--- src/rtl/memory_arbiter.sv ---
// RAM-side arbiter for the icache and dcache request ports. It issues one registered RAM
// transaction at a time, holds each requester's wait until the RAM answers, and stops dcache from starving icache.
module memory_arbiter #(
  parameter int STARVE_LIMIT = 4
) (
  input  logic        CLK,
  input  logic        nRST,
  input  logic        iREN,
  input  logic [31:0] iaddr,
  output logic        iwait,
  output logic [31:0] iload,
  input  logic        dREN,
  input  logic        dWEN,
  input  logic [31:0] daddr,
  input  logic [31:0] dstore,
  output logic        dwait,
  output logic [31:0] dload,
  output logic        ramREN,
  output logic        ramWEN,
  output logic [31:0] ramaddr,
  output logic [31:0] ramstore,
  input  logic [31:0] ramload,
  input  logic [1:0]  ramstate,
  output logic        memerr
);

  localparam logic [1:0] IDLE = 2'd0;
  localparam logic [1:0] IGNT = 2'd1;
  localparam logic [1:0] DGNT = 2'd2;

  localparam logic [1:0] RAM_ACCESS = 2'd2;
  localparam logic [1:0] RAM_ERROR  = 2'd3;

  localparam logic [3:0] LIMIT = STARVE_LIMIT[3:0];

  logic [1:0]  state_q, state_d;
  logic [3:0]  starve_cnt_q, starve_cnt_d;
  logic        ram_ren_q, ram_ren_d;
  logic        ram_wen_q, ram_wen_d;
  logic [31:0] ram_addr_q, ram_addr_d;
  logic [31:0] ram_store_q, ram_store_d;

  logic data_req;
  logic starved;
  logic ram_done;
  logic i_active;
  logic d_active;

  always_comb begin
    data_req = dREN | dWEN;
    starved  = iREN && (starve_cnt_q == LIMIT);
    ram_done = (ramstate == RAM_ACCESS) || (ramstate == RAM_ERROR);
    // A grant whose requester has dropped its request is an abort, not a completion.
    i_active = (state_q == IGNT) && iREN;
    d_active = (state_q == DGNT) && data_req;
  end

  always_comb begin
    state_d      = state_q;
    starve_cnt_d = starve_cnt_q;
    ram_ren_d    = ram_ren_q;
    ram_wen_d    = ram_wen_q;
    ram_addr_d   = ram_addr_q;
    ram_store_d  = ram_store_q;
    case (state_q)
      IDLE: begin
        if (!iREN) starve_cnt_d = 4'd0;
        if (data_req && !starved) begin
          state_d     = DGNT;
          ram_ren_d   = dREN;
          ram_wen_d   = dWEN;
          ram_addr_d  = daddr;
          ram_store_d = dstore;
        end else if (iREN) begin
          state_d     = IGNT;
          ram_ren_d   = 1'b1;
          ram_wen_d   = 1'b0;
          ram_addr_d  = iaddr;
          ram_store_d = 32'd0;
        end
      end
      IGNT: begin
        if (!iREN || ram_done) begin
          state_d   = IDLE;
          ram_ren_d = 1'b0;
          ram_wen_d = 1'b0;
          if (iREN) starve_cnt_d = 4'd0;
        end
      end
      DGNT: begin
        if (!data_req || ram_done) begin
          state_d   = IDLE;
          ram_ren_d = 1'b0;
          ram_wen_d = 1'b0;
          if (data_req && iREN && (starve_cnt_q != LIMIT))
            starve_cnt_d = starve_cnt_q + 4'd1;
        end
      end
      default: begin
        state_d   = IDLE;
        ram_ren_d = 1'b0;
        ram_wen_d = 1'b0;
      end
    endcase
  end

  always_ff @(posedge CLK or negedge nRST) begin
    if (!nRST) begin
      state_q      <= IDLE;
      starve_cnt_q <= 4'd0;
      ram_ren_q    <= 1'b0;
      ram_wen_q    <= 1'b0;
      ram_addr_q   <= 32'd0;
      ram_store_q  <= 32'd0;
    end else begin
      state_q      <= state_d;
      starve_cnt_q <= starve_cnt_d;
      ram_ren_q    <= ram_ren_d;
      ram_wen_q    <= ram_wen_d;
      ram_addr_q   <= ram_addr_d;
      ram_store_q  <= ram_store_d;
    end
  end

  always_comb begin
    iwait    = iREN && !(i_active && ram_done);
    iload    = (i_active && (ramstate == RAM_ACCESS)) ? ramload : 32'd0;
    dwait    = data_req && !(d_active && ram_done);
    dload    = (d_active && dREN && (ramstate == RAM_ACCESS)) ? ramload : 32'd0;
    memerr   = (i_active || d_active) && (ramstate == RAM_ERROR);
    ramREN   = ram_ren_q;
    ramWEN   = ram_wen_q;
    ramaddr  = ram_addr_q;
    ramstore = ram_store_q;
  end

endmodule
--- config.mk ---
export PLATFORM = sky130hd
export DESIGN_NAME = memory_arbiter
export DESIGN_NICKNAME = d
export VERILOG_FILES = /design/src/rtl/memory_arbiter.sv
export SDC_FILE = /design/constraint.sdc
export NUM_CORES = 1
export LEC_CHECK = 0
export CORE_MARGIN = 2
export CORE_UTILIZATION = 34
export DETAILED_ROUTE_END_ITERATION = 8
export PLACE_DENSITY = 0.83
export SLEW_MARGIN = 25
export SYNTH_ARGS = -nofsm -noshare
export SYNTH_HDL_FRONTEND = slang
export SYNTH_SLANG_ARGS = --single-unit
export TNS_END_PERCENT = 20
--- constraint.sdc ---
create_clock -name CLK -period 2.4 [get_ports CLK]
set_clock_uncertainty 0.1 [all_clocks]
set_input_delay 0.48 -clock CLK [delete_from_list [all_inputs] [get_ports CLK]]
set_output_delay 0.48 -clock CLK [all_outputs]
set_load 0.01 [all_outputs]
# ---- After elaboration in Yosys (flattened, before gate mapping)
# Index checks and enable logic that the tools add are counted.
dict set report classes {
  bitwise_logic 1
  mux 25
  eq_ne 12
  n_reduce_logical 29
  addsub 1
}
# cell n
set op_table {}
lappend op_table {{32-bit two-way mux} 6}
lappend op_table {{4-bit two-way mux} 5}
lappend op_table {{1-bit logical AND} 14}
lappend op_table {{4-bit one-hot mux with 3 select lines} 1}
lappend op_table {{2-bit two-way mux} 4}
lappend op_table {{2-bit equality test (second input constant)} 3}
lappend op_table {{1-bit two-way mux} 6}
lappend op_table {{2-bit by 1-bit inequality test with 1-bit output (second input constant)} 3}
lappend op_table {{1-bit one-hot mux with 3 select lines} 2}
lappend op_table {{2-bit one-hot mux with 3 select lines} 1}
lappend op_table {{6-bit AND reduction} 1}
lappend op_table {{1-bit logical NOT} 5}
lappend op_table {{4-bit by 1-bit adder with 4-bit output (second input constant)} 1}
lappend op_table {{4-bit by 3-bit equality test with 1-bit output (second input constant)} 1}
lappend op_table {{1-bit logical OR} 4}
lappend op_table {{2-bit inequality test (second input constant)} 2}
lappend op_table {{4-bit by 3-bit inequality test with 1-bit output (second input constant)} 1}
lappend op_table {{3-bit inequality test (second input constant)} 1}
lappend op_table {{3-bit AND reduction} 1}
lappend op_table {{3-bit nonzero test} 1}
lappend op_table {{2-bit by 1-bit equality test with 1-bit output (second input constant)} 1}
lappend op_table {{2-bit logical NOT} 1}
lappend op_table {{2-bit AND reduction} 1}
lappend op_table {{2-bit nonzero test} 1}
lappend op_table {{1-bit OR} 1}
dict set report word_totals {
  wordCells 74
  in_bits 135
  register_bits 72
  out_inout_bits 133
}

# ---- Logic depth before layout (Yosys ltp)
dict set report depth {
  depth_word 6
  ltp_mapped 8
  ltp_nobuf 6
}

# ---- Worst setup path after synthesis
# Ideal clock, no wire load.
dict set report synth_timing {
  kind {reg-to-output}
  start {register state_q[1]}
  end {output iload[10]}
  arrival_ps 1315
  setup_slack_ps 505
  path_buffers 2
  stages_incl_launch_ff 6
  required_ps 1820
  path_cell_list {dfrtp_1 > buf_2 > nor2b_1 > and4b_1 > clkbuf_1 > and2_1}
}
dict set report synth_between {
  elab_chain_len 4
}
# element line_no
set synth_rtl {}
lappend synth_rtl {{start: declaration} 36} ;# logic [1:0] state_q, state_d;
lappend synth_rtl {{start signal: assignment} 116} ;# state_q <= state_d;
lappend synth_rtl {{2-bit by 1-bit equality test with 1-bit output} 54} ;# i_active = (state_q == IGNT) && iREN;
lappend synth_rtl {{1-bit logical AND} 54}
lappend synth_rtl {{1-bit logical AND} 127} ;# iload = (i_active && (ramstate == RAM_ACCESS)) ? ramload : 32'd0;
lappend synth_rtl {{32-bit two-way mux} 127}
lappend synth_rtl {{end: declaration} 11} ;# output logic [31:0] iload,
# Every way passes these cells.

# ---- Worst setup path in the final report
dict set report layout_timing {
  start {input ramstate[1]}
  end {output iload[13]}
}
dict set report layout_between {
  elab_chain_len 3
}
# element line_no
set layout_rtl {}
lappend layout_rtl {{start: declaration} 23} ;# input logic [1:0] ramstate,
lappend layout_rtl {{2-bit equality test} 127}
lappend layout_rtl {{1-bit logical AND} 127}
lappend layout_rtl {{32-bit two-way mux} 127}
# Every way passes these cells.

==> summary.md <==
| Metric | Value |
|---|---|
| Seq/Total Area, Yosys | `0.511` |
| Layout cells sized above 1 | `0.116` |
| CP top delay family | `buffers and inverters` |
| Pwr Total | `approximately 6.3 mW` |
| Crit Path Max Fanout | `16` |
| Pins Over Slew Limit | `0` |
| Synth Instances | `344` |
| Clk pwr share | `0.151` |
| Worst hold margin | `0.403 ns` |
| Starting Density | `0.346` |
| Outcome | `completed` |
| Synth Cell Area | `0.00352 mm^2` |
| EDFF count, synth | `0` |
| Sequential Area | `0.00180 mm^2` |
| Finished Core Util | `0.662` |
| Leakage | `approximately 3.0 nW` |
| Pwr Density | `933 mW/mm^2` |
| H-tree levels | `3` |
| Setup Viol. Count Final | `0` |
| Post-Synth XOR/XNOR Area | `0` |
| Synth top area share | `0.511` |
| Clk Latency, worst-skew pair | `about 0.33 ns` |
| Number of global-route vias before repair | `between 3k and 4k` |
| Sw frac | `0.335` |
| GRT Total Usage | `0.226` |
| Post-layout min period | `2.35 ns` |
| Die Y | `106 um` |
| Slowest cell on the critical path | `dlygate4sd2_1` |
| Core area | `0.0102 mm^2` |
| Kind of critical path | `input pin to primary output` |
| CP max stage delay | `0.25 ns` |
| Leading area contributor after synthesis | `dfrtp_1` |
| Crit path cell chain | `dlygate4sd2_1 > buf_4 > and4b_2 > buf_4 > buf_12 > buf_4 > and2_1 > buf_2` |
| Area growth from synthesis to layout | `91.2%` |
| WP data required | `1.82 ns` |
| CP most frequent cell | `buf_4` |
| Drt initial violations | `231` |
| Cell variety after synth | `33` |
| Syn. warnings | `0` |
| Vias per cell | `4.95` |
| FMAX | `425 MHz` |
| P_int | `4.18 mW` |
| Reg-to-reg setup timing slack | `0.48 ns` |
| Arrival time worst endpoint | `around 1.8 ns` |
| Most used DFF post-synth | `dfrtp_1` |
| Avg Cell Area, Syn | `10.2 um^2` |
| Compound-Gate Fraction of Synth Area | `0.235` |
| DP Area | `0.00650 mm^2` |
| FP Rows | `37` |
| Crit start category | `input pin` |
| Die width | `106 um` |
| Slew margin rel. | `0.756` |
| CP endpoint kind | `primary output` |
| Clk root buf | `clkbuf_8` |
| Synth Register Bits | `72` |
| I/O pin count | `268` |
| Adder-Cell Fraction of Synth Area | `0.00710` |
| CTS clock-pin slew for the worst setup and hold paths | `0.08 ns` |
| Sw Pwr | `2.10 mW` |
| Sequential power share | `0.341` |
| Hold Fails Final Rpt | `0` |
| GP Congestion | `0.831` |
| Sum Neg Setup Slack | `0 ns` |
| First-pass DRT Iterations | `4` |
| DRC | `0` |
| Pin count of the biggest net entering global routing | `70` |
| Comb pwr share | `0.508` |
| DPL Wire Length | `9520 um` |
| Min-delay worst type | `input pin to async pin` |
| Least-Margin Pin Slew | `0.366 ns` |
| Initial antenna violation count | `3` |
| Fillcell total | `between 700 and 800` |
| Global route overflow | `0` |
| Simple-Gate Fraction of Synth Area | `0.199` |
| Area of the multi-input gates | `0.00160 mm^2` |
| # port buffers | `267` |
| Num CTS Buffers | `9` |
| DR vias | `about 3.8k` |
| Multiplexer area fraction after synthesis | `0.00319` |
| Die Area | `0.0112 mm^2` |
| Peak supply drop | `0.000549 V` |
| Syn nets | `about 480` |
| Final nets | `~760` |
| Final Cycle Share | `0.980` |
| Design area | `0.00674 mm^2` |
| Clk buf depth | `2` |
| Top post-synthesis cells by area | `dfrtp_1, and2_1, a22o_1, a2bb2oi_1, a21oi_1` |
| CTS tree | `built` |
| First-pass GRT wire length | `between 20000 and 25000 um` |
| Largest family of logic cells by synthesized area | `compound AO/OA/AOI/OAI gates` |
| Final wirelength | `12900 um` |
| RSZ-0062 raised after global routing | `yes` |
| Max cap viols | `0` |
| Post-synth ARST share | `1.00` |
| Post-route antenna net violation count | `0` |
| Drt wl/cell | `16.8 um` |
| Worst Path Buf+Inv | `6` |
| Clock sink count | `72` |
-- kinds of logic (layout without fill, tap and decap cells) --
family	count (synthesis)	count (layout)
AOI/OAI and AO/OA	110	110
buffers and inverters	31	317
muxes	1	1
adders and majority gates	2	2
other	0	3
DFF	72	72
and+or+nand+nor	128	128
-- sequential cells by signal, indices dropped and copies added, names as in the netlist --
| name | cells |
|---|---|
| state_q | 2 |
| ramstore | 32 |
| ramREN | 1 |
| ramWEN | 1 |
| ramaddr | 32 |
| starve_cnt_q | 4 |
-- what timing repair did --
action | CTS | global route
pin swaps | 2 | 1
buffers inserted | 7 | 0
cloned | 2 | 0
gates resized for setup | 103 | 62
hold buffers | 1 | 0
endpoints found under the setup margin | 67 | 56
endpoints found under the hold margin | 3 | 0
-- cell usage after synthesis, types with 2 or more instances --
cell type  number
and2_1         64
clkbuf_1       18
a21oi_1        34
nor3_1          3
o21a_1          2
a2bb2oi_1      32
nor2b_1         2
dfrtp_1        72
nand2b_1        2
nand2_1        36
a22o_1         33
buf_6           4
buf_2           5
nor2_1         11
and4b_1         2
inv_1           3
a21o_1          2
ha_1            2
and3b_1         2
o2bb2ai_1       2
-- final cells by class --
| cell class | count | share of cell area |
|---|---|---|
| sequential | 72 | 0.267 |
| clock buffer | 9 | 0.0184 |
| clock inverter | 7 | 0.0106 |
| tap | 136 | 0.0253 |
| timing repair buffer | 298 | 0.438 |
| multi-input combinational | 241 | 0.238 |
| antenna | 3 | 0.00111 |
| inverter | 3 | 0.00167 |
-- placed cells by master (no fill, tap or decap), drive strengths merged, types with 7 or more instances in the layout --
cell type | netlist | routed
clkdlybuf4s15 | 0 | 47
a21oi | 34 | 34
a22o | 33 | 33
dfrtp | 72 | 72
clkbuf | 18 | 18
dlygate4sd2 | 0 | 7
and2 | 64 | 64
nand2 | 36 | 36
nor2 | 11 | 11
clkdlybuf4s50 | 0 | 196
buf | 10 | 37
a2bb2oi | 32 | 32
-- metrics by stage --
stage	cells	worst slack, ns
floorplan	344	0.505
global placement	741	-0.371
detailed placement	741	-0.414
CTS	766	0.00614
global route	769	-0.0118
finish	769	0.0480
-- worst register-to-register path, stage by stage, from the launching register on --
cell,delay [ns]
dfrtp_1,0.41
inv_1,0.06
ha_1,0.21
and4b_1,0.21
or2_1,0.28
nor3_4,0.20
buf_4,0.22
a22o_1,0.16
-- worst paths after layout --
kind / startpoint / endpoint / cells past startpoint
hold / removal: nRST / ramaddr[14] / 2
setup / recovery: ramstate[1] / iload[13] / 8
hold reg to reg: ramstore[26] / ramstore[26] / 1
min in group CLK: ramstore[26] / ramstore[26] / 1
max in group asynchronous: nRST / ramstore[21] / 3
setup reg to reg: starve_cnt_q[0] / ramstore[3] / 7
-- per-layer routing --
| metal | global-route usage | up-vias | share of wire | wire (um) |
|---|---|---|---|---|
| met1 | 0.249 | 1814 | 0.37 | 4800 |
| met3 | 0.0569 | 20 | 0.065 | 833 |
| met5 | 0 | - | 0 | 0 |
| li1 | - | 1784 | - | - |
| met2 | 0.418 | 191 | 0.54 | 6970 |
| met4 | 0.0827 | 0 | 0.022 | 282 |
-- power by group through the flow --
| stage | sequential, mW | clock [mW] | combinational [mW] |
|---|---|---|---|
| floorplan | 2.37 | 0 | 1.10 |
| global placement | 2.12 | 0 | 3.14 |
| detailed placement | 2.13 | 0 | 3.20 |
| CTS | 2.14 | 0.981 | 3.21 |
| global route | 2.21 | 1.03 | 3.39 |
| finish | 2.14 | 0.947 | 3.19 |
Note: power is estimated with default switching activity, not from simulation.
